### src/rtl/bit_set_gen.sv
// bit_set_gen: produces a WIDTH-bit word whose lowest min(in, WIDTH) bits
// are set. The ones are shifted in one per cycle, and the result is
// registered on out together with a sticky done flag.
module bit_set_gen #(
  parameter int WIDTH = 16
) (
  input  logic                         clk,
  input  logic                         rst,
  input  logic                         go,
  input  logic [$clog2(WIDTH+1)-1:0]   in,
  output logic [WIDTH-1:0]             out,
  output logic                         done
);

  localparam int CW = $clog2(WIDTH+1);

  typedef enum logic [1:0] {
    START   = 2'd0,
    COMPUTE = 2'd1,
    RESTART = 2'd2
  } state_t;

  state_t           state_q;
  logic [CW-1:0]    n_q;
  logic [WIDTH-1:0] acc_q;
  logic [WIDTH-1:0] out_q;
  logic             done_q;
  logic [CW-1:0]    k_sat;

  // Requests above WIDTH saturate to WIDTH ones.
  always_comb begin
    k_sat = (in > CW'(WIDTH)) ? CW'(WIDTH) : in;
  end

  // Control FSM with the datapath registers and the registered outputs.
  always_ff @(posedge clk or posedge rst) begin
    if (rst) begin
      state_q <= START;
      n_q     <= '0;
      acc_q   <= '0;
      out_q   <= '0;
      done_q  <= 1'b0;
    end else begin
      case (state_q)
        START: begin
          if (go) begin
            n_q     <= k_sat;
            acc_q   <= '0;
            state_q <= COMPUTE;
          end
        end
        COMPUTE: begin
          if (n_q != '0) begin
            acc_q <= {acc_q[WIDTH-2:0], 1'b1};
            n_q   <= n_q - CW'(1);
          end else begin
            out_q   <= acc_q;
            done_q  <= 1'b1;
            state_q <= RESTART;
          end
        end
        RESTART: begin
          if (go) begin
            n_q     <= k_sat;
            acc_q   <= '0;
            done_q  <= 1'b0;
            state_q <= COMPUTE;
          end
        end
        default: begin
          state_q <= START;
        end
      endcase
    end
  end

  assign out  = out_q;
  assign done = done_q;

endmodule

### config.mk
export PLATFORM = sky130hd
export DESIGN_NAME = bit_set_gen
export DESIGN_NICKNAME = d
export VERILOG_FILES = /design/src/rtl/bit_set_gen.sv
export SDC_FILE = /design/constraint.sdc
export NUM_CORES = 1
export LEC_CHECK = 0
export ABC_AREA = 1
export CORE_ASPECT_RATIO = 0.7
export CORE_MARGIN = 5
export CORE_UTILIZATION = 42
export CTS_BUF_LIST = sky130_fd_sc_hd__clkbuf_8
export CTS_CLUSTER_SIZE = 8
export DETAILED_ROUTE_END_ITERATION = 16
export PLACE_DENSITY = 0.71
export SYNTH_ARGS = -nofsm -noshare
export SYNTH_HDL_FRONTEND = slang
export SYNTH_SLANG_ARGS = --single-unit
export TNS_END_PERCENT = 30
### constraint.sdc
create_clock -name clk -period 1.57 [get_ports clk]
set_input_delay 0.314 -clock clk [delete_from_list [all_inputs] [get_ports clk]]
set_output_delay 0.314 -clock clk [all_outputs]
set_load 0.005 [all_outputs]
==> results of run 1 <==
==> sequential cells by signal, summed over array words and instances (netlist names) <==
name     cells
out         16
done         1
n_q          5
acc_q       16
state_q      2
==> cells by family after synthesis <==
logic type	Yosys count	share of synthesized area (%)
and+or+nand+nor	54	16.0
DFF	40	60.7
buffers and inverters	30	8.35
AOI/OAI and AO/OA	39	14.2
adders and majority gates	1	0.759
==> routing by layer <==
| metal | part of all wire (%) | routed length [um] | vias to the layer above |
|---|---|---|---|
| met5 | 0 | 0 | - |
| li1 | - | - | 596 |
| met2 | 41 | 1240 | 29 |
| met4 | 1.3 | 39 | 0 |
| met1 | 52 | 1580 | 553 |
| met3 | 6.4 | 196 | 6 |
==> Yosys cell counts <==
master	count	area (sq um)
o21ai_1	16	80.1
nor2_1	4	15.0
buf_4	2	15.0
inv_2	1	3.75
o21ai_2	2	17.5
o22ai_2	2	25.0
nor2_4	2	22.5
nand4_4	1	21.3
ha_1	1	12.5
nand3_2	1	10.0
dfrtp_1	40	1000
nand2_4	2	22.5
nand2_1	38	143
o21ai_0	6	30.0
buf_2	2	10.0
buf_6	2	22.5
nand3_1	6	30.0
inv_1	23	86.3
o22ai_1	13	81.3
==> how the worst min path moves through the flow <==
stage                                   from                     end  slack (ps)  depth (start not counted)
after detailed placement  n_q[4]$_DFFE_PP0P_      n_q[4]$_DFFE_PP0P_         470                          2
after global routing                     rst    acc_q[9]$_DFFE_PP0P_         410                          3
after CTS                                rst     out[11]$_DFFE_PP0P_         370                          3
after global placement    n_q[4]$_DFFE_PP0P_      n_q[4]$_DFFE_PP0P_         460                          2
after floorplan                           go  state_q[1]$_DFFE_PP0P_         420                          1
final                                    rst     out[14]$_DFFE_PP0P_         370                          3
==> layout make-up <==
cell class	instances	area share, %
sequential	40	47.7
multi-input combinational	94	24.4
tap	52	3.10
timing repair buffer	29	14.4
clock buffer	7	4.59
clock inverter	1	1.43
inverter	24	4.29
==> repair_timing <==
| action | CTS | global route |
|---|---|---|
| hold buffers | 0 | 0 |
| endpoints found under the setup margin | 0 | 3 |
| resized for setup | 0 | 1 |
==> stage by stage <==
stage               setup WS [ps]  std cells  hold slack [ps]
floorplan                     178        164              421
CTS                          63.8        247              373
detailed placement           80.4        239              470
global route                 41.1        247              405
finish                       91.9        247              369
global placement              123        239              461
==> power groups by stage <==
stage / logic (mW) / clock network (mW) / registers (mW)
after CTS: 1.93 / 0.939 / 1.67
after global placement: 1.87 / 0 / 1.67
after detailed placement: 1.92 / 0 / 1.68
final: 1.92 / 0.913 / 1.67
after global routing: 2.15 / 0.972 / 1.72
after floorplan: 1.34 / 0 / 1.66
==> impl_metrics.env, run 1 <==
export IMPL_first_global_vias=1054
export IMPL_placed_cell_area_sq_um=1970
export IMPL_worstSetupPathType="reg2out"
export IMPL_synth_cell_types=19
export IMPL_ant_nets=0
export IMPL_busiest_layer="met1"
export IMPL_clock_latency_ps=300
export IMPL_synthCells=164
export IMPL_viasPerCell=4.79
export IMPL_rsz0062_at_grt="no"
export IMPL_drt_wl_total_um=3060
export IMPL_critPathCapture="out[7]"
export IMPL_dr_pass1_iters=4
export IMPL_met3_usage_pct=5.67
export IMPL_path_depth=1
export IMPL_final_cell_mix="dfrtp_1, nand2_1, clkdlybuf4s50_1, inv_1, o21ai_1"
export IMPL_final_cell_area_sq_um=2100
export IMPL_leakagePower_nw=0.952
export IMPL_antenna_cells=0
export IMPL_clock_sinks=40
export IMPL_ys_seq_area_share_pct=60.7
export IMPL_num_rows=19
export IMPL_dp_hpwl_um=2040
export IMPL_max_cap_viol_count=0
export IMPL_post_route_period_util_pct=94.1
export IMPL_die_w_um=84.9
export IMPL_ios=25
export IMPL_post_cts_setup_buffers=0
export IMPL_fin_skew_ps=6.92
export IMPL_finalSetupViolCount=0
export IMPL_tns_ps=0
export IMPL_p_sw_share_pct=36.7
export IMPL_r2r_cells=6
export IMPL_crit_path_start_kind="register"
export IMPL_numCtsBuffers=5
export IMPL_final_common_cell="dfrtp_1"
export IMPL_antenna_found_initial=0
export IMPL_p_clk_share_pct=20.3
export IMPL_grt_pass1_wl_um=5090
export IMPL_regArea_sq_um=1000
export IMPL_path_delay_family="buffers and inverters"
export IMPL_critical_path_buf_inv_count=1
export IMPL_rrSetupSlack_ps=150
export IMPL_status="complete, no violations"
export IMPL_utilization_pct=54.5
export IMPL_postSynthAreaPerCell_sq_um=10.1
export IMPL_slowest_delay_ps=510
export IMPL_grt_util_all_layers_pct=12.4
export IMPL_ys_seq_elements=40
export IMPL_power_density_nw_per_um2=2140
export IMPL_slew_viol_final=0
export IMPL_p_seq_share_pct=37.1
export IMPL_dr_total_vias=1184
export IMPL_use_met2_pct=16.1
export IMPL_critPathMaxFanout=2
export IMPL_p_int_mw=2.85
export IMPL_crit_chain="clkdlybuf4s50_1"
export IMPL_combPwrFrac_pct=42.6
export IMPL_die_h_um=62.4
export IMPL_cts_root_buf="clkbuf_8"
export IMPL_grt_max_degree=41
export IMPL_switching_power_mw=1.65
export IMPL_place_congestion=0.830
export IMPL_portBuffers=24
export IMPL_start_util_pct=42.8
export IMPL_cts_tree="yes"
export IMPL_nFillCells=359
export IMPL_grt_use_met1_pct=18.2
export IMPL_worst_pin_slew_ps=268
export IMPL_hp_class="in2async"
export IMPL_max_freq_mhz=677
export IMPL_r2r_start="n_q[1]$_DFFE_PP0P_"
export IMPL_die_area_sq_um=5300
export IMPL_drcViolationCount=0
export IMPL_startpoint="out[7]$_DFFE_PP0P_"
export IMPL_htree_levels=2
export IMPL_finalHoldViolCount=0
export IMPL_multi_input_area_sq_um=513
export IMPL_fin_crit_ps=1480
export IMPL_power_mw=4.49
export IMPL_wl_per_cell_um=12.4
export IMPL_synthesis_area_sq_um=1650
export IMPL_end_kind="output pin"
export IMPL_grt_overflow=0
export IMPL_drt_iter0_drc=55
export IMPL_cpMaxStageDelayCell="clkdlybuf4s50_1"
export IMPL_core_sq_um=3850
export IMPL_reg2reg_to="acc_q[4]$_DFFE_PP0P_"
export IMPL_synth_nets=173
export IMPL_crit_required_ps=1260
export IMPL_slew_headroom_pct=82.1
export IMPL_nNetsFinal=203
export IMPL_clk_path_buf_depth=2
export IMPL_area_delta_synth_final_pct=27.2
export IMPL_ys_warn_count=0
export IMPL_clk_pin_slew_ps=70
export IMPL_ir_drop_mv=1.03
export IMPL_cp_data_arrival_time_ps=1160
export IMPL_drive_above_1_share_pct=12.8
(Power assumes the default switching activity.)
==> inputs of run 2 (changes only) <==
--- a/config.mk
+++ b/config.mk
@@ -12,7 +12,7 @@
 export CTS_BUF_LIST = sky130_fd_sc_hd__clkbuf_8
 export CTS_CLUSTER_SIZE = 8
 export DETAILED_ROUTE_END_ITERATION = 16
-export PLACE_DENSITY = 0.71
+export PLACE_DENSITY_LB_ADDON = 0.08
 export SYNTH_ARGS = -nofsm -noshare
 export SYNTH_HDL_FRONTEND = slang
 export SYNTH_SLANG_ARGS = --single-unit
==> impl_metrics.env, run 2 (synthesis results as in run 1) <==
export IMPL_cts_tree="yes"
export IMPL_cts_hold_buf=0
export IMPL_grt_max_degree=41
export IMPL_use_met2_pct=20.5
export IMPL_die_area_sq_um=5300
export IMPL_ant_nets=0
export IMPL_place_congestion=0.702
export IMPL_worst_pin_slew_ps=282
export IMPL_grt_use_met1_pct=16.6
export IMPL_met3_usage_pct=4.35
export IMPL_fin_crit_ps=1470
export IMPL_cpMaxStageDelayCell="clkdlybuf4s50_1"
export IMPL_viasPerCell=4.79
export IMPL_finalSetupViolCount=0
export IMPL_hp_class="in2async"
export IMPL_grt_pass1_wl_um=5530
export IMPL_cts_root_buf="clkbuf_8"
export IMPL_end_kind="output pin"
export IMPL_busiest_layer="met2"
export IMPL_antenna_cells=0
export IMPL_clock_latency_ps=290
export IMPL_die_h_um=62.4
export IMPL_max_freq_mhz=683
export IMPL_reg2reg_to="n_q[0]$_DFFE_PP0P_"
export IMPL_leakagePower_nw=0.936
export IMPL_slew_viol_final=0
export IMPL_grt_overflow=0
export IMPL_drcViolationCount=0
export IMPL_grt_util_all_layers_pct=13.0
export IMPL_final_cell_mix="dfrtp_1, nand2_1, clkdlybuf4s50_1, inv_1, o21ai_1"
export IMPL_status="complete, no violations"
export IMPL_post_route_period_util_pct=93.3
export IMPL_rsz0062_at_grt="no"
export IMPL_numCtsBuffers=5
export IMPL_worstSetupPathType="reg2out"
export IMPL_core_sq_um=3850
export IMPL_dp_hpwl_um=2040
export IMPL_nFillCells=384
export IMPL_critical_path_buf_inv_count=1
export IMPL_power_density_nw_per_um2=2080
export IMPL_rrSetupSlack_ps=140
export IMPL_portBuffers=24
export IMPL_antenna_found_initial=0
export IMPL_r2r_start="n_q[1]$_DFFE_PP0P_"
export IMPL_crit_required_ps=1260
export IMPL_drt_iter0_drc=54
export IMPL_slew_headroom_pct=81.2
export IMPL_num_rows=19
export IMPL_drt_wl_total_um=2980
export IMPL_dr_total_vias=1189
export IMPL_wl_per_cell_um=12.0
export IMPL_tns_ps=0
export IMPL_multi_input_area_sq_um=513
export IMPL_crit_path_start_kind="register"
export IMPL_dr_pass1_iters=4
export IMPL_die_w_um=84.9
export IMPL_start_util_pct=42.8
export IMPL_fin_skew_ps=5.39
export IMPL_r2r_cells=7
export IMPL_cts_resized=0
export IMPL_max_cap_viol_count=0
export IMPL_clock_sinks=40
export IMPL_crit_chain="clkdlybuf4s50_1"
export IMPL_hold_worst_slack_ps=373
export IMPL_drive_above_1_share_pct=13.3
export IMPL_critPathMaxFanout=2
export IMPL_path_delay_family="buffers and inverters"
export IMPL_ios=25
export IMPL_ir_drop_mv=1.13
export IMPL_slowest_delay_ps=500
export IMPL_area_delta_synth_final_pct=25.9
export IMPL_regArea_sq_um=1000
export IMPL_clk_path_buf_depth=2
export IMPL_cp_data_arrival_time_ps=1150
export IMPL_final_common_cell="dfrtp_1"
export IMPL_finalHoldViolCount=0
export IMPL_clk_pin_slew_ps=80
export IMPL_post_cts_setup_buffers=0
export IMPL_first_global_vias=1217
export IMPL_htree_levels=2
export IMPL_nNetsFinal=204
## run 2: cell types whose count changed in the layout (fill, tap and decap cells not counted), sizes merged
| cell | change |
|---|---|
| clkinvlp | +2 |
| bufinv | -1 |
| buf | +1 |
| clkbuf | -1 |
## run 2: report_power, final
group / internal [mW] / total, mW / switching (mW)
logic: 0.864 / 1.95 / 1.09
registers: 1.45 / 1.66 / 0.212
clock network: 0.356 / 0.712 / 0.356
total: 2.67 / 4.32 / 1.66
## run 2: routing by layer
layer,vias up,routed length (um)
li1,595,-
met3,6,159
met4,0,52
met2,25,1330
met5,-,0
met1,563,1440
## run 2: worst max path at each step
stage                  startpoint                  to  slack, ps  cells after the start
6_report       out[2]$_DFFE_PP0P_              out[2]        100                      1
3_5_place_dp                   go  n_q[4]$_DFFE_PP0P_         50                      6
3_3_place_gp                   go  n_q[4]$_DFFE_PP0P_        120                      6
5_1_grt          done$_DFFE_PP0P_                done         40                      1
4_1_cts        n_q[1]$_DFFE_PP0P_  n_q[0]$_DFFE_PP0P_         70                      7
2_1_floorplan  n_q[0]$_DFFE_PP0P_  n_q[2]$_DFFE_PP0P_        180                      8
## run 2: stage by stage
stage	cell area [sq um]	instances	util [%]	setup WS (ps)	power [mW]
floorplan	1650	164	-	178	3.00
global placement	1980	240	51.3	116	3.58
detailed placement	1980	240	51.3	53.5	3.64
CTS	2070	248	53.9	71.6	4.38
global route	2080	248	53.9	39.8	4.68
finish	2080	248	53.9	105	4.32
## run 2: area by class of cell
| class | count | share of cell area [%] |
|---|---|---|
| inverter | 24 | 4.34 |
| multi-input combinational | 94 | 24.7 |
| clock inverter | 2 | 0.723 |
| timing repair buffer | 30 | 14.9 |
| sequential | 40 | 48.2 |
| clock buffer | 6 | 3.98 |
| tap | 52 | 3.13 |
